## src/rtl/sprite_pkg.sv

```systemverilog
// rtl/sprite_pkg.sv - shared sprite ids, transparency key and ROM base table
package sprite_pkg;

    localparam int ADDR_W  = 18;
    localparam int COLOR_W = 12;

    localparam logic [COLOR_W-1:0] TRANSPARENT = 12'hF0F;

    localparam logic [5:0] NULL_ID = 6'd63;
    localparam logic [5:0] ERR_ID  = 6'd32;

    // Player animation frames occupy two contiguous id ranges.
    localparam logic [5:0] PLAYER_A_FIRST = 6'd15;
    localparam logic [5:0] PLAYER_A_LAST  = 6'd20;
    localparam logic [5:0] PLAYER_B_FIRST = 6'd26;
    localparam logic [5:0] PLAYER_B_LAST  = 6'd31;

    // Each id owns a 4096-texel slot; the ROM init script packs images the same way.
    function automatic logic [ADDR_W-1:0] sprite_base(input logic [5:0] id);
        return {id, 12'h000};
    endfunction

    function automatic logic is_player_id(input logic [5:0] id);
        return ((id >= PLAYER_A_FIRST) && (id <= PLAYER_A_LAST)) ||
               ((id >= PLAYER_B_FIRST) && (id <= PLAYER_B_LAST));
    endfunction

endpackage

```

## src/rtl/sprite_hit_addr.sv

```systemverilog
// rtl/sprite_hit_addr.sv - combinational sprite hit test and texel address
//
// Ports:
//   pix_valid_i        scan coordinate valid
//   col_i, row_i       scan coordinate
//   id_i, mirror_i     sprite id and horizontal flip
//   sx_i, sy_i         sprite top-left corner
//   w_i, h_i           sprite size
//   in_o               coordinate lies inside a drawable sprite
//   addr_o             sprite ROM word address of the texel
module sprite_hit_addr #(
    parameter int         ADDR_W  = sprite_pkg::ADDR_W,
    parameter logic [5:0] NULL_ID = sprite_pkg::NULL_ID,
    parameter logic [5:0] ERR_ID  = sprite_pkg::ERR_ID
) (
    input  logic              pix_valid_i,
    input  logic [10:0]       col_i,
    input  logic [10:0]       row_i,
    input  logic [5:0]        id_i,
    input  logic              mirror_i,
    input  logic [10:0]       sx_i,
    input  logic [10:0]       sy_i,
    input  logic [10:0]       w_i,
    input  logic [10:0]       h_i,
    output logic              in_o,
    output logic [ADDR_W-1:0] addr_o
);
    import sprite_pkg::*;

    logic [11:0] x_end;
    logic [11:0] y_end;
    logic        in_x;
    logic        in_y;
    logic        id_ok;
    logic [10:0] dx;
    logic [10:0] dy;
    logic [10:0] tx;
    logic [21:0] dy_w;

    // One extra bit so a sprite hanging off the right/bottom edge never wraps to 0.
    assign x_end = {1'b0, sx_i} + {1'b0, w_i};
    assign y_end = {1'b0, sy_i} + {1'b0, h_i};

    assign in_x  = ({1'b0, col_i} >= {1'b0, sx_i}) && ({1'b0, col_i} < x_end);
    assign in_y  = ({1'b0, row_i} >= {1'b0, sy_i}) && ({1'b0, row_i} < y_end);
    assign id_ok = (id_i != NULL_ID) && (id_i != ERR_ID);

    assign in_o  = pix_valid_i && id_ok && (w_i != 11'd0) && (h_i != 11'd0) && in_x && in_y;

    assign dx    = col_i - sx_i;
    assign dy    = row_i - sy_i;
    // Textures face right; a left-facing sprite reads each row back to front.
    assign tx    = mirror_i ? (w_i - 11'd1 - dx) : dx;
    assign dy_w  = {11'd0, dy} * {11'd0, w_i};

    assign addr_o = ADDR_W'(22'(sprite_base(id_i)) + dy_w + {11'd0, tx});

endmodule

```

## src/rtl/sprite_renderer.sv

```systemverilog
// rtl/sprite_renderer.sv - sprite texel fetch pipeline and opaque-hit flagging
//
// Ports:
//   clk, rstn                   clock, asynchronous active-low reset
//   frame_start                 vertical-blank pulse; latches sprite attributes
//   pix_valid, col, row         scan coordinate from VGA timing
//   sprite_id, mirror,
//   sprite_x, sprite_y, w, h    sprite attributes from player/object logic
//   rom_rd, rom_addr            sprite ROM read request
//   rom_data                    ROM texel, one cycle after rom_rd
//   px_valid, px_hit, px_color  output pixel, 3 cycles after pix_valid
//   hit_count                   opaque pixels drawn in the previous frame
module sprite_renderer #(
    parameter int                 ADDR_W      = sprite_pkg::ADDR_W,
    parameter int                 COLOR_W     = sprite_pkg::COLOR_W,
    parameter logic [COLOR_W-1:0] TRANSPARENT = sprite_pkg::TRANSPARENT,
    parameter logic [5:0]         NULL_ID     = sprite_pkg::NULL_ID,
    parameter logic [5:0]         ERR_ID      = sprite_pkg::ERR_ID
) (
    input  logic               clk,
    input  logic               rstn,
    input  logic               frame_start,
    input  logic               pix_valid,
    input  logic [10:0]        col,
    input  logic [10:0]        row,
    input  logic [5:0]         sprite_id,
    input  logic               mirror,
    input  logic [10:0]        sprite_x,
    input  logic [10:0]        sprite_y,
    input  logic [10:0]        w,
    input  logic [10:0]        h,
    output logic               rom_rd,
    output logic [ADDR_W-1:0]  rom_addr,
    input  logic [COLOR_W-1:0] rom_data,
    output logic               px_valid,
    output logic               px_hit,
    output logic [COLOR_W-1:0] px_color,
    output logic [21:0]        hit_count
);
    import sprite_pkg::*;

    // Attributes held for the whole frame so a mid-frame update cannot tear.
    logic [5:0]         id_q;
    logic               mirror_q;
    logic [10:0]        sx_q;
    logic [10:0]        sy_q;
    logic [10:0]        w_q;
    logic [10:0]        h_q;

    logic               s0_valid_q;
    logic               rom_rd_q;
    logic [ADDR_W-1:0]  rom_addr_q;
    logic               s1_valid_q;
    logic               s1_in_q;
    logic               px_valid_q;
    logic               px_hit_q;
    logic [COLOR_W-1:0] px_color_q;
    logic [21:0]        acc_q;
    logic [21:0]        hit_count_q;

    logic               in_d;
    logic [ADDR_W-1:0]  addr_d;
    logic               px_hit_d;
    logic [COLOR_W-1:0] px_color_d;
    logic [21:0]        acc_d;

    sprite_hit_addr #(
        .ADDR_W  (ADDR_W),
        .NULL_ID (NULL_ID),
        .ERR_ID  (ERR_ID)
    ) u_hit_addr (
        .pix_valid_i (pix_valid),
        .col_i       (col),
        .row_i       (row),
        .id_i        (id_q),
        .mirror_i    (mirror_q),
        .sx_i        (sx_q),
        .sy_i        (sy_q),
        .w_i         (w_q),
        .h_i         (h_q),
        .in_o        (in_d),
        .addr_o      (addr_d)
    );

    always_comb begin
        px_hit_d   = s1_in_q && (rom_data != TRANSPARENT);
        px_color_d = px_hit_d ? rom_data : '0;
        acc_d      = (px_hit_q && (acc_q != '1)) ? acc_q + 22'd1 : acc_q;
    end

    always_ff @(posedge clk or negedge rstn) begin
        if (!rstn) begin
            id_q        <= NULL_ID;
            mirror_q    <= 1'b0;
            sx_q        <= '0;
            sy_q        <= '0;
            w_q         <= '0;
            h_q         <= '0;
            s0_valid_q  <= 1'b0;
            rom_rd_q    <= 1'b0;
            rom_addr_q  <= '0;
            s1_valid_q  <= 1'b0;
            s1_in_q     <= 1'b0;
            px_valid_q  <= 1'b0;
            px_hit_q    <= 1'b0;
            px_color_q  <= '0;
            acc_q       <= '0;
            hit_count_q <= '0;
        end else begin
            // A pixel sampled together with frame_start still sees the old attributes.
            if (frame_start) begin
                id_q     <= sprite_id;
                mirror_q <= mirror;
                sx_q     <= sprite_x;
                sy_q     <= sprite_y;
                w_q      <= w;
                h_q      <= h;
            end

            // S0: hit test and address
            s0_valid_q <= pix_valid;
            rom_rd_q   <= in_d;
            if (in_d) begin
                rom_addr_q <= addr_d;
            end

            // S1: ROM access in flight
            s1_valid_q <= s0_valid_q;
            s1_in_q    <= rom_rd_q;

            // S2: output register
            px_valid_q <= s1_valid_q;
            px_hit_q   <= px_hit_d;
            px_color_q <= px_color_d;

            // A hit presented on the frame_start cycle opens the new frame's count.
            if (frame_start) begin
                hit_count_q <= acc_q;
                acc_q       <= {21'd0, px_hit_q};
            end else begin
                acc_q       <= acc_d;
            end
        end
    end

    assign rom_rd    = rom_rd_q;
    assign rom_addr  = rom_addr_q;
    assign px_valid  = px_valid_q;
    assign px_hit    = px_hit_q;
    assign px_color  = px_color_q;
    assign hit_count = hit_count_q;

endmodule

```

## config.mk

```make
export PLATFORM = sky130hd
export DESIGN_NAME = sprite_renderer
export DESIGN_NICKNAME = d
export VERILOG_FILES = /design/src/rtl/sprite_pkg.sv /design/src/rtl/sprite_hit_addr.sv /design/src/rtl/sprite_renderer.sv
export SDC_FILE = /design/constraint.sdc
export NUM_CORES = 1
export LEC_CHECK = 0
export CORE_ASPECT_RATIO = 1.5
export CORE_MARGIN = 5
export CORE_UTILIZATION = 52
export DETAILED_ROUTE_END_ITERATION = 8
export PLACE_DENSITY = 0.77
export SETUP_SLACK_MARGIN = 0.2
export SYNTH_ARGS = -nofsm -noshare
export SYNTH_HDL_FRONTEND = slang
export SYNTH_SLANG_ARGS = --single-unit
export TNS_END_PERCENT = 30
```

## constraint.sdc

```tcl
create_clock -name clk -period 6.5 [get_ports clk]
set_clock_uncertainty 0.05 [all_clocks]
set_input_delay 0.975 -clock clk [delete_from_list [all_inputs] [get_ports clk]]
set_output_delay 0.975 -clock clk [all_outputs]
set_load 0.03 [all_outputs]
```

# After elaboration in Yosys (flattened, before gate mapping)

Cells that the tools add are included.

Output and inout bits: 55
Bits in registers: 131

$mul: 1
Reductions and logical operators: 13
Add/subtract/negate cells: 9
Mux-type cells: 4
Magnitude comparators: 4
Eq/ne operators: 4

Operators with widths:

| operator              | number |
|---|---|
| $mux 22               | 2 |
| $sub 11x11->11        | 3 |
| $add 11x11->12        | 2 |
| $lt 11x12->1          | 2 |
| $add 22x1->22 const B | 1 |
| $ge 11x11->1          | 2 |
| $ne 22x22->1 const B  | 1 |
| $reduce_bool 11->1    | 2 |
| $add 18x11->18        | 1 |
| $add 18x18->18        | 1 |
| $mul 11x11->18        | 1 |
| $mux 12               | 1 |
| $ne 12x12->1 const B  | 1 |
| $ne 6x6->1 const B    | 2 |
| $mux 11               | 1 |
| $sub 11x1->11 const B | 1 |
| $logic_and 1x1->1     | 10 |
| $reduce_bool 2->1     | 1 |

# Longest topological paths before layout

Gate-level depths: netlist of the first run.

Depth after elaboration: 7
Depth in mapped cells: 33
Mapped depth without buffers: 33

# Cells and area by module

Synthesis of the first run repeated with hierarchy kept, for this count alone.

Cells, all modules: 1,198
Area, all modules: 12,015.3 sq um

Modules (own cells, without submodules):

| module          | times used | area an instance (sq um) | cells each |
|---|---|---|---|
| sprite_hit_addr | 1          | 6,661.4                  | 819 |
| sprite_renderer | 1          | 5,353.9                  | 379 |

# Least setup slack after synthesis of the first run

No wires, ideal clock.

Kind: input port to flip-flop
Start point: input col[2]
End point: register rom_addr_q[17] (netlist: rom_addr[17])
Setup slack: -1,158 ps
Arrival time: 7,483 ps
Setup time: 125 ps
Stages: 32
Buffers on the path: 1
Cell sequence: ha_1 buf_2 o21ai_0 a21oi_1 o31ai_2 nand2b_1 a21o_1 xnor2_1 ha_1 and2_1 nor2b_1 a221oi_1 nand3b_1 xnor2_1 nand2_1 xnor2_1 fa_1 fa_1 inv_1 fa_1 inv_1 fa_1 inv_1 ha_1 or2_2 a21oi_1 a21oi_1 a41oi_1 a211o_1 o21ai_0 xnor2_1 mux2_2

Cells in the longest elaborated chain, start to end: 4
Elaborated cells between the ends (all ways): 9
Classes of those cells: add/sub (3); order compare (2); mux (1); reduce/logical (3)

RTL lines:

| item                                                | line                                         | RTL |
|---|---|---|
| start: declaration                                  | sprite_renderer.sv:24                        | `input logic [10:0] col,` |
| $sub 11x11->11 (tied with other cells)              | sprite_hit_addr.sv:50                        | `assign dx = col_i - sx_i;` |
| $sub 11x11->11 or $logic_and 1x1->1 (tied branches) | sprite_hit_addr.sv:53, sprite_hit_addr.sv:44 |  |
| $mux 11 or $logic_and 1x1->1 (tied branches)        | sprite_hit_addr.sv:53, sprite_hit_addr.sv:48 |  |
| $add 18x11->18 or $logic_and 1x1->1 (tied branches) | sprite_hit_addr.sv:56, sprite_hit_addr.sv:48 |  |
| end signal: assignment                              | sprite_renderer.sv:124                       | `rom_addr_q <= addr_d;` |
| end: declaration                                    | sprite_renderer.sv:52                        | `logic [ADDR_W-1:0] rom_addr_q;` |

Several ways; a longest one is shown, not always the timed one.
A chain may end at the register's enable or synchronous reset.

# Worst setup path in the final report of the first run

Start point: input col[0]
End point: register rom_addr_q[17] (netlist: rom_addr[17])

Same word-level chain as after synthesis.

==> results of run 1 <==
==> worst register-to-register path: cells and delay by family (launching register included) <==
kind,cells,cell delay (ns)
fa+ha+maj,7,3.06
compound gates,11,1.98
buf+inv,7,0.79
mux,2,0.48
xor+xnor,3,0.37
flops,1,0.36
simple gates,1,0.08
==> cell usage after synthesis, drive strengths merged (8+ instances only) <==
master  instances
inv           170
xnor2          46
nand4           9
nand2b         18
a21o           23
nand2         117
o21bai         10
mux2           68
fa             96
nand3          25
nor3           15
clkbuf         35
a211oi          8
and2           50
dfrtp         125
a21oi          54
ha            114
o21ai          53
xor2           29
nor2           44
nor2b          14
==> logic make-up after synthesis <==
group                      count (synthesis)  synth area share, %
and+or+nand+nor                          329                13.87
AOI/OAI and AO/OA                        192                10.48
adders and majority gates                210                28.15
buffers and inverters                    212                6.902
muxes                                     72                6.996
DFF                                      131                27.63
xor gates and xnor gates                  77                5.976
==> path summary, 6_finish.rpt <==
| kind | to | slack [ns] | depth (start not counted) |
|---|---|---|---|
| setup / recovery | rom_addr[17] | -0.99 | 33 |
| hold / removal | s1_valid_q | 0.32 | 0 |
| setup reg to reg | rom_addr[17] | -0.79 | 31 |
| hold reg to reg | s1_valid_q | 0.32 | 0 |
| max in group asynchronous | w_q[2] | 4.70 | 2 |
| min in group asynchronous | rom_addr[4] | 0.52 | 1 |
==> metal layers <==
| layer | vias to the layer above | wire length [um] | track usage, % |
|---|---|---|---|
| li1 | 4659 | - | - |
| met1 | 4856 | 11130 | 26.58 |
| met2 | 342 | 16460 | 44.46 |
| met3 | 130 | 2211 | 6.231 |
| met4 | 0 | 1931 | 14.11 |
| met5 | - | 0 | 0 |
==> flip-flops by register name, indices dropped and copies added, names as in the netlist, 6 cells and up <==
name,cells
acc_q,22
hit_count,22
rom_addr,18
px_color,12
h_q,11
sx_q,11
sy_q,11
w_q,11
id_q,6
==> through the flow <==
step           hold slack (ns)  cell area [sq um]  setup TNS [ns]  cells  utilization, %
5_1_grt                 0.3352              15780          -8.939   1809           70.25
3_5_place_dp            0.3047              14710          -15.24   1752           65.49
6_report                0.3230              15780          -7.303   1809           70.25
2_1_floorplan           0.2812              11970          -4.695   1223               -
3_3_place_gp            0.2837              14710          -12.88   1752           65.49
4_1_cts                 0.3186              15580          -3.877   1803           69.35
==> layout make-up <==
class                      instances  area, sq um
sequential                       131         3286
inverter                         170        640.6
fill                            1630         6684
timing repair buffer             320         2784
multi-input combinational        880         8167
tap                              276        345.3
clock buffer                      20        456.7
clock inverter                    12        103.9
==> what timing repair did <==
action	CTS	global route
buffers inserted	19	6
hold buffers	0	0
resized for setup	52	32
pin swaps	43	42
endpoints found under the setup margin	12	12
==> reports/metrics.cfg, run 1 <==
[grt]
antenna_found_initial = 1
grt_max_degree = 78
grt_pass1_wl_um = 52180
grtUsageTotal_pct = 24.90
grt_pass1_vias = 10890
grt_overflow_total = 0

[synth]
ys.flop_type = dfrtp_1
synth_nets = 1522
synth_edf_count = 0
netlist_instances = 1223
synth_top_area_share_pct = 26.30
yosysTopAreaCell = dfrtp_1
synth_area_per_cell_sq_um = 9.724
async_reset_ff_share_pct = 100.0
ys_types = 70
post_synth_instance_area_sq_mm = 0.01189
yosys_warnings = 0
ys_ff_latch = 131
synth_area_leaders = dfrtp_1 (26%), fa_1 (16%), ha_1 (12%)
seq_area_frac_synth_pct = 27.63

[clock_network]
max-clock-path-buffers = 2
h-tree-depth = 4
cts_inserted_buffers = 17
clkSinkCount = 131
cts.clk_slew.worst_paths_ns = 0.06
cts_root_buf = clkbuf_16
clk_latency_ns = 0.44
cts_tree = done

[setup_path]
cp-startpoint = col[0]
worstSetupPathType = in -> reg
critical_path.top_delay_family = adder cells
worstPathArrival_ns = 7.76
start_kind = input port
critPathRequiredTime_ns = 6.77
crit_fanout = 3
worst-path-buf-inv = 8
rr_startpoint = sx_q[1]
max_stage_delay_ns = 0.61
endpoint_kind = flop
critPathSlowestCell = fa_1

[hold_path]
min_from = s0_valid_q
hold_path.class = reg -> reg

[drt]
drc = 0
drt-initial-drc-count = 430
routedWlPerCell_um = 17.54
drtAntennaViolNets = 0
vias_per_cell = 5.521
routed_wirelength_um = 31730
firstDrtPassIters = 5
vias = 9987

[timing]
min_period_over_period_pct = 115.3
worst_slew_pin_slew_ns = 0.9068
setup-violations-final = 10
worst_slack_ns = -0.9916
drv_slew = 0
finalHoldViolations = 0
relSlewSlack_pct = 39.55
fmax_ghz = 0.1335
fin_crit_ns = 7.492
rsz0062_at_grt = yes

[die]
rows = 67
dieArea_sq_mm = 0.02606
core-area_sq_mm = 0.02247
io_pins = 144
die_w_um = 133.5
die_y_um = 195.2
start_util_pct = 52.93

[place]
place_ws_ns = -1.645
place_congestion = 0.8848
place_hpwl_um = 23570
io_buffers = 143

[final_layout]
nets = 1819
drive_gt1_share_pct = 23.61
area_growth_pct = 32.71
layout_commonest_cell = buf_4
final_cell_mix = buf_4 (172), inv_1 (161), clkdlybuf4s50_1 (135)
antenna_cells = 0

[flow_run]
max_cap_viol_count = 0

[outcome]
violations = setup timing
status = complete, but fails checks

Power of run 1 is not shown: default switching activity piles up to over one toggle a cycle in this logic, so the estimate is an artifact.
==> run 2, diff against run 1 <==
--- a/config.mk
+++ b/config.mk
@@ -6,7 +6,7 @@
 export NUM_CORES = 1
 export LEC_CHECK = 0
 export CORE_ASPECT_RATIO = 1.5
-export CORE_MARGIN = 5
+export CORE_MARGIN = 1.5
 export CORE_UTILIZATION = 52
 export DETAILED_ROUTE_END_ITERATION = 8
 export PLACE_DENSITY = 0.77
==> reports/metrics.cfg, run 2 (synthesis gave the netlist of run 1 again) <==
[final_layout]
final.fill_count = 1634
nets = 1809
area_growth_pct = 31.44
final_cell_mix = inv_1 (166), buf_4 (163), clkdlybuf4s50_1 (135)
layout_commonest_cell = inv_1
antenna_cells = 0
drive_gt1_share_pct = 22.39

[timing]
drv_slew = 0
rsz0062_at_grt = yes
setup-violations-final = 9
min_period_over_period_pct = 110.3
worst_slack_ns = -0.6709
worst_slew_pin_slew_ns = 0.9920
relSlewSlack_pct = 33.86
fin_tns_setup_ns = -4.106
finalHoldViolations = 0
fmax_ghz = 0.1395
fin_crit_ns = 7.171

[outcome]
status = complete, but fails checks
violations = setup timing

[setup_path]
crit_fanout = 4
critPathSlowestCell = fa_1
worstRegToRegCells = 30
r2r_end = rom_addr[15]
critPathRequiredTime_ns = 6.78
endpoint_kind = flop
rr_startpoint = sx_q[1]
cp-startpoint = col[3]
rrSetupSlack_ns = -0.43
start_kind = input port
max_stage_delay_ns = 0.53
worstSetupPathType = in -> reg
worstPathArrival_ns = 7.45
cp_common_cell = buf_4
crit_path_end = rom_addr[15]

[die]
rows = 67
dieArea_sq_mm = 0.02381
die_y_um = 188.2
core-area_sq_mm = 0.02238
die_w_um = 126.5
io_pins = 144
start_util_pct = 53.13

[drt]
firstDrtPassIters = 5
vias_per_cell = 5.391
routed_wirelength_um = 29220
routedWlPerCell_um = 16.24
drt-initial-drc-count = 340
drtAntennaViolNets = 0
vias = 9698
drc = 0

[place]
place_hpwl_um = 22590
place_congestion = 0.9269
place_ws_ns = -1.618
io_buffers = 143

[clock_network]
clkSinkCount = 131
clk_latency_ns = 0.44
max-clock-path-buffers = 2
cts_root_buf = clkbuf_16
cts_tree = done
h-tree-depth = 4
cts.clk_slew.worst_paths_ns = 0.08
cts_hold_buf = 0
cts_inserted_buffers = 17

[grt]
grt_pass1_wl_um = 49160
antenna_found_initial = 1
grt_overflow_total = 0
grt_max_degree = 83
grtUsageTotal_pct = 26.12
grt_pass1_vias = 10430

[hold_path]
hold_path.class = reg -> reg

[flow_run]
max_cap_viol_count = 0

[run 2: changes by cell type in the layout (fill, tap and decap cells not counted), sizes merged]
| cell | before | now |
|---|---|---|
| inv | 173 | 171 |
| bufinv | 1 | 0 |
| clkinvlp | 3 | 2 |
| clkinv | 5 | 9 |
| buf | 182 | 172 |
[run 2: critical path: cells and delay by family]
family,cells,cell delay (ns)
adders and majority gates,6,2.52
AOI/OAI and AO/OA,9,1.45
buffers and inverters,12,1.40
muxes,2,0.53
and+or+nand+nor,2,0.37
xor gates and xnor gates,2,0.21
[run 2: through the flow]
step | util, % | cell area [sq um] | std cells | hold WS, ns
2_1_floorplan | - | 11970 | 1223 | 0.2812
3_3_place_gp | 65.69 | 14700 | 1749 | 0.2820
3_5_place_dp | 65.69 | 14700 | 1749 | 0.2856
5_1_grt | 69.84 | 15630 | 1799 | 0.3027
6_report | 69.84 | 15630 | 1799 | 0.2915
4_1_cts | 69.45 | 15540 | 1794 | 0.2938
[run 2: worst min path at each step]
stage                    start          to  cells after the start
floorplan           s1_valid_q    px_valid                      0
global placement    s0_valid_q  s1_valid_q                      0
detailed placement  s0_valid_q  s1_valid_q                      0
CTS                 s0_valid_q  s1_valid_q                      0
global route        s0_valid_q  s1_valid_q                      0
finish              s0_valid_q  s1_valid_q                      0
[run 2: area by class of cell]
class	count	area (sq um)	share of cell area (%)
multi-input cells	880	8105	51.85
flip-flops and latches	131	3286	21.02
repair buffers	310	2714	17.36
inverters	170	640.6	4.098
clock buffers	20	456.7	2.922
well taps	276	345.3	2.209
clock inverters	12	83.83	0.5363
[run 2: metal layers]
layer,share of wire [%],track usage (%)
met1,38,28.01
met2,52,47.44
met3,5.4,5.679
met4,4.9,14.15
met5,0,0
[run 2: repair_timing]
item                       4_1_cts  5_1_grt
buffers inserted                13        5
pin swaps                       47       25
resized for setup               57       10
setup endpoints to repair       12       12
gates cloned                     0        0
Power of run 2 is left out for the same reason.
